$ cat src/rtl/key_pkg.sv
// Shared types and constants for the key click decoder.
package key_pkg;

   typedef enum logic {
      ST_IDLE = 1'b0,
      ST_WAIT = 1'b1
   } state_t;

   localparam logic [1:0] CLICK_SINGLE = 2'd1;
   localparam logic [1:0] CLICK_DOUBLE = 2'd2;
   localparam logic [1:0] CLICK_TRIPLE = 2'd3;

   localparam logic [3:0] LED_RESET = 4'b0001;

   // Grouping window length in clock cycles.
   function automatic int unsigned window_cyc(input int unsigned clk_freq_hz,
                                              input int unsigned window_ms);
      return (clk_freq_hz / 1000) * window_ms;
   endfunction

endpackage

$ cat src/rtl/key_click_decoder_timer.sv
// Click window timer: counts cycles while a group is open, flags the last window cycle.
module click_window_timer #(
   parameter int unsigned WINDOW_CYC = 10
) (
   input  logic clk,
   input  logic rst_n,
   input  logic clear,
   input  logic run,
   output logic expire
);

   localparam int unsigned TW = $clog2(WINDOW_CYC);

   logic [TW-1:0] cnt_q;

   assign expire = run && (cnt_q == TW'(WINDOW_CYC - 1));

   // Cleared on expiry as well so the counter never wraps.
   always_ff @(posedge clk or negedge rst_n) begin
      if (!rst_n) begin
         cnt_q <= '0;
      end else if (clear || expire) begin
         cnt_q <= '0;
      end else if (run) begin
         cnt_q <= cnt_q + TW'(1);
      end
   end

endmodule

$ cat src/rtl/key_click_decoder.sv
// Groups debounced key presses into single/double/triple click events.
// Optional LED pattern driver enabled by defining KEY_CLICK_LED_EN.
module key_click_decoder
   import key_pkg::*;
#(
   parameter int unsigned CLK_FREQ_HZ = 50_000_000,
   parameter int unsigned WINDOW_MS   = 300,
   parameter int unsigned MAX_CLICKS  = 3
) (
   input  logic       clk,
   input  logic       rst_n,
   input  logic       key_valid,
   output logic       click_evt,
   output logic [1:0] click_cnt,
   output logic       busy,
   output logic [3:0] led
);

   localparam int unsigned WINDOW_CYC = window_cyc(CLK_FREQ_HZ, WINDOW_MS);
   localparam logic [1:0]  MAX_C      = 2'(MAX_CLICKS);

   state_t     state_q, state_d;
   logic [1:0] count_q, count_d;
   logic [1:0] count_inc;
   logic       evt_q, evt_d;
   logic [1:0] cnt_q, cnt_d;
   logic       busy_q;
   logic       clear_c;
   logic       run_c;
   logic       expire_c;

   assign run_c = (state_q == ST_WAIT);

   click_window_timer #(
      .WINDOW_CYC (WINDOW_CYC)
   ) u_timer (
      .clk    (clk),
      .rst_n  (rst_n),
      .clear  (clear_c),
      .run    (run_c),
      .expire (expire_c)
   );

   always_ff @(posedge clk or negedge rst_n) begin
      if (!rst_n) begin
         state_q <= ST_IDLE;
         count_q <= 2'd0;
         evt_q   <= 1'b0;
         cnt_q   <= 2'd0;
         busy_q  <= 1'b0;
      end else begin
         state_q <= state_d;
         count_q <= count_d;
         evt_q   <= evt_d;
         cnt_q   <= cnt_d;
         busy_q  <= (state_d == ST_WAIT);
      end
   end

   // A press always wins over expiry; the timer restarts on every press.
   always_comb begin
      state_d   = state_q;
      count_d   = count_q;
      evt_d     = 1'b0;
      cnt_d     = cnt_q;
      clear_c   = 1'b0;
      count_inc = 2'(count_q + 2'd1);
      unique case (state_q)
         ST_IDLE: begin
            if (key_valid) begin
               clear_c = 1'b1;
               if (MAX_CLICKS == 1) begin
                  evt_d   = 1'b1;
                  cnt_d   = CLICK_SINGLE;
                  count_d = 2'd0;
               end else begin
                  count_d = CLICK_SINGLE;
                  state_d = ST_WAIT;
               end
            end
         end
         ST_WAIT: begin
            if (key_valid) begin
               clear_c = 1'b1;
               if (count_inc == MAX_C) begin
                  state_d = ST_IDLE;
                  evt_d   = 1'b1;
                  cnt_d   = MAX_C;
                  count_d = 2'd0;
               end else begin
                  count_d = count_inc;
               end
            end else if (expire_c) begin
               state_d = ST_IDLE;
               evt_d   = 1'b1;
               cnt_d   = count_q;
               count_d = 2'd0;
            end
         end
         default: begin
            state_d = ST_IDLE;
         end
      endcase
   end

   assign click_evt = evt_q;
   assign click_cnt = cnt_q;
   assign busy      = busy_q;

`ifdef KEY_CLICK_LED_EN
   logic [3:0] led_q, led_d;

   // LED follows the event being registered this edge, so it changes with click_evt.
   always_comb begin
      led_d = led_q;
      if (evt_d) begin
         case (cnt_d)
            CLICK_SINGLE: led_d = {led_q[2:0], led_q[3]};
            CLICK_DOUBLE: led_d = ~led_q;
            CLICK_TRIPLE: led_d = LED_RESET;
            default:      led_d = led_q;
         endcase
      end
   end

   always_ff @(posedge clk or negedge rst_n) begin
      if (!rst_n) begin
         led_q <= LED_RESET;
      end else begin
         led_q <= led_d;
      end
   end

   assign led = led_q;
`else
   assign led = 4'b0000;
`endif

endmodule
$ cat config.mk
export PLATFORM = sky130hd
export DESIGN_NAME = key_click_decoder
export DESIGN_NICKNAME = d
export VERILOG_FILES = /design/src/rtl/key_pkg.sv /design/src/rtl/key_click_decoder_timer.sv /design/src/rtl/key_click_decoder.sv
export SDC_FILE = /design/constraint.sdc
export NUM_CORES = 1
export LEC_CHECK = 0
export ABC_CLOCK_PERIOD_IN_PS = 5990
export BUFFER_PORTS_ARGS = -buffer_cell sky130_fd_sc_hd__buf_4
export CORE_AREA = 2 2 64 51
export DETAILED_ROUTE_END_ITERATION = 6
export DIE_AREA = 0 0 66 53
export GPL_TIMING_DRIVEN = 0
export PLACE_DENSITY = 0.82
export REMOVE_ABC_BUFFERS = 1
export SLEW_MARGIN = 20
export SYNTH_ARGS = -nofsm -noshare
export SYNTH_HDL_FRONTEND = slang
export SYNTH_SLANG_ARGS = --single-unit
$ cat constraint.sdc
create_clock -name clk -period 5.99 [get_ports clk]
set_clock_uncertainty 0.15 [all_clocks]
set_input_delay 1.198 -clock clk [delete_from_list [all_inputs] [get_ports clk]]
set_output_delay 1.198 -clock clk [all_outputs]
set_load 0.005 [all_outputs]
==> metrics.yaml <==
sta:
  finalSetupViolations: 0
  final_max_slew_viol_count: 0
  hold_viol: 0
  timing_worst_slew_pin_value_ns: 0.946
  clock.fmax_ghz: 0.369
  post-route-min-period_ns: 2.71
  worst_slew_margin_rel_pct: 36.9
  setup_total_negative_slack_ns: 0
  post-route-period-util_pct: 45.2
  rsz_0062_raised_after_global_routing: "false"
worst_setup_path:
  crit_path_top_delay_cell: "sky130_fd_sc_hd__o21ai_2"
  cp_top_family: "simple AND/OR/NAND/NOR gates"
  timing.rr.start: "u_timer.cnt_q[11]$_DFFE_PN0P_"
  crit_path_max_fanout: 23
  worstPathBufferInverterCount: 0
  worstPathRequired_ns: 5.96
  worst_setup_path_end_kind: "flip-flop"
  crit_path_max_incr_delay_ns: 0.78
  critical_path_class: "flip-flop to flip-flop"
  crit_chain: "or4b_1, or3_1, o21ai_2, o21ai_0"
  reg2reg_slack_ns: 3.28
  worst_r2r_endpoint: "count_q[1]$_DFFE_PN0P_"
  ff2ff_path_depth: 4
  worst_ep_arrival_time_ns: 2.68
  start_kind: "flip-flop"
routing:
  detail_route.vias_per_cell: 6.02
  route.vias.total: 1300
  violation_count_after_the_first_detailed_route_iteration: 105
  drtAntennaViolNets: 0
  totalWireLength_um: 3230
  post_route_drc_violation_count: 0
  wl_per_cell_um: 15.0
  drt-pass1-iter-count: 4
power:
  switching_portion_of_total_power_pct: 28.6
  maximum_vdd_drop_uv: 210
  combinationalPowerShare_pct: 15.7
  seqPwrFrac_pct: 51.1
  p_int_mw: 0.355
  share_clk_of_total_power_pct: 33.2
  leak_pwr_nw: 0.696
  report.power.total_mw: 0.497
  power-per-cell-area_mw_per_mm2: 283
  switching_power_mw: 0.142
global_routing:
  grt_overflow: 0
  largest_net_degree_at_the_start_of_global_routing: 31
  grt_pass1_wl_um: 5690
  antenna_found_initial: 0
  first_global_vias: 1222
  global_route.usage.total_pct: 22.8
die:
  effective_utilization_at_floorplan_pct: 57.2
  row_cnt: 17
  io_pins: 11
  floorplan.die.width_um: 66
  dieHeight_um: 53
  floorplan.die_area_sq_mm: 0.00350
  design.core.area_sq_mm: 0.00285
logic_synthesis:
  muxShareOfSynthArea_pct: 0
  compound_cell_area_share_of_the_yosys_netlist_pct: 13.7
  synth_adder_area_share_pct: 0.767
  postSynthAreaPerCell_sq_um: 9.48
  synth_cell_types: 43
  post_synth_and_or_nand_nor_area_fraction_pct: 27.0
  synth_warnings: 0
  ys.flop_type: "sky130_fd_sc_hd__dfrtp_1"
  yosysSeqAreaShare_pct: 46.0
  yosys_register_bits: 30
  yosys.area_share.xor_xnor_pct: 6.45
  syn-cell-area_sq_mm: 0.00163
  largest_family_of_logic_cells_by_synthesized_area: "simple AND/OR/NAND/NOR gates"
  number_of_enable_type_register_cells_in_the_synthesized_netlist: 0
  share_of_synthesized_registers_carrying_an_async_set_or_reset_pct: 100
  postSynthCellCount: 172
clocking:
  cts_resized: 0
  cts_setup_buffers: 0
  path_clk_slew_ns: 0.06
  number_of_clock_buffers_inserted_by_tritoncts: 5
  cts_tree: "yes"
  sink_count: 30
  cts_hold_buffers: 0
  clock-root-buffer: "sky130_fd_sc_hd__clkbuf_8"
  clk_latency_ns: 0.28
  clock_path_buffers: 2
  htree_num_levels: 2
min_path:
  worst_hold_path.num_cells: 1
  hold_path.startpoint: "click_cnt[1]$_DFFE_PN0P_"
  hold_path.class: "flip-flop to flip-flop"
  hold-path-endpoint: "click_cnt[1]$_DFFE_PN0P_"
status:
  run_status: "complete, no violations"
place:
  post-dp-hpwl_um: 2310
  gpl.final_weighted_congestion: 0.838
  buffer_ports.inserted: 6
finish:
  final_layout_size_suffix_gt1_share_pct: 12.9
  layout.area.seq_sq_um: 751
  nets: 181
  most_frequent_cells_in_the_layout: "sky130_fd_sc_hd__dfrtp_1, sky130_fd_sc_hd__nand2_1, sky130_fd_sc_hd__nor2_1, sky130_fd_sc_hd__a21oi_1, sky130_fd_sc_hd__nand4_1"
  syn_to_final_growth_pct: 7.83
  multi_input_comb_area_sq_um: 797
  layout_commonest_cell: "sky130_fd_sc_hd__dfrtp_1"
  layout.filler_cells: 232
  finish.utilization_pct: 61.7
  num_antenna_cells: 0
flow_run:
  max_cap_violations: 0
[logic make-up (layout without fill, tap and decap cells)]
group / Yosys count / count (layout)
buf+inv: 18 / 21
xor+xnor: 12 / 12
fa+ha+maj: 1 / 1
flops: 30 / 30
other cells: 1 / 4
compound gates: 35 / 35
simple gates: 75 / 75
[per-layer routing]
| layer | track usage, % | vias to the layer above | wire length, um | part of all wire [%] |
|---|---|---|---|---|
| li1 | - | 629 | - | - |
| met1 | 29.7 | 642 | 1560 | 48 |
| met2 | 35.0 | 25 | 1480 | 46 |
| met3 | 8.30 | 4 | 158 | 4.9 |
| met4 | 8.16 | 0 | 26 | 0.80 |
| met5 | 0 | - | 0 | 0 |
[synthesized netlist by cell type (all sizes together), types with 4 or more instances]
master / count / area [sq um]
dfrtp: 30 / 751
nand2: 14 / 52.6
a21oi: 13 / 68.8
nor2: 13 / 48.8
nand4: 11 / 75.1
xor2: 9 / 78.8
buf: 8 / 56.3
or4: 8 / 63.8
inv: 7 / 26.3
nand3: 7 / 40.0
o21ai: 7 / 38.8
o31ai: 7 / 52.6
and2: 4 / 26.3
[worst reg2reg max path, cell delays in order (launching register included)]
cell and delay (ns):
sky130_fd_sc_hd__dfrtp_1 0.44, sky130_fd_sc_hd__or4b_1 0.50, sky130_fd_sc_hd__or3_1 0.50, sky130_fd_sc_hd__o21ai_2 0.78, sky130_fd_sc_hd__o21ai_0 0.18
[stage by stage]
step | cells | setup WS, ns | hold slack [ns] | area, sq um
floorplan | 164 | 3.66 | 0.339 | 1570
global placement | 208 | 3.31 | 0.336 | 1670
detailed placement | 208 | 3.29 | 0.359 | 1670
CTS | 216 | 3.28 | 0.373 | 1760
global route | 216 | 3.07 | 0.404 | 1760
finish | 216 | 3.28 | 0.375 | 1760
[how the worst max path moves through the flow]
| stage | startpoint | slack [ns] | cells past startpoint | endpoint |
|---|---|---|---|---|
| 2_1_floorplan | u_timer.cnt_q[12]$_DFFE_PN0P_ | 3.66 | 4 | count_q[1]$_DFFE_PN0P_ |
| 3_3_place_gp | u_timer.cnt_q[12]$_DFFE_PN0P_ | 3.31 | 4 | count_q[1]$_DFFE_PN0P_ |
| 3_5_place_dp | u_timer.cnt_q[11]$_DFFE_PN0P_ | 3.29 | 4 | count_q[1]$_DFFE_PN0P_ |
| 4_1_cts | u_timer.cnt_q[11]$_DFFE_PN0P_ | 3.28 | 4 | count_q[1]$_DFFE_PN0P_ |
| 5_1_grt | u_timer.cnt_q[10]$_DFFE_PN0P_ | 3.07 | 4 | count_q[1]$_DFFE_PN0P_ |
| 6_report | u_timer.cnt_q[11]$_DFFE_PN0P_ | 3.28 | 4 | count_q[1]$_DFFE_PN0P_ |
[final cells by class]
| type | count | area share [%] |
|---|---|---|
| Inverter | 7 | 1.49 |
| Clock buffer | 7 | 4.91 |
| Multi-Input combinational cell | 127 | 45.3 |
| Clock inverter | 1 | 0.285 |
| Sequential cell | 30 | 42.7 |
| Tap cell | 38 | 2.70 |
| Timing Repair Buffer | 6 | 2.56 |
[power groups by stage]
stage	Sequential, mW	Combinational [mW]	Clock, mW
after floorplan	0.251	0.0462	0
after global placement	0.253	0.0744	0
after detailed placement	0.257	0.0782	0
after CTS	0.253	0.0785	0.171
after global routing	0.259	0.0882	0.182
final	0.254	0.0779	0.165
[registers in the layout, summed over array words and instances, names as in the netlist]
signal and flops:
u_timer.cnt_q 24, click_evt 1, count_q 2, click_cnt 2
busy 1
Note: power is estimated with default switching activity, not from simulation.
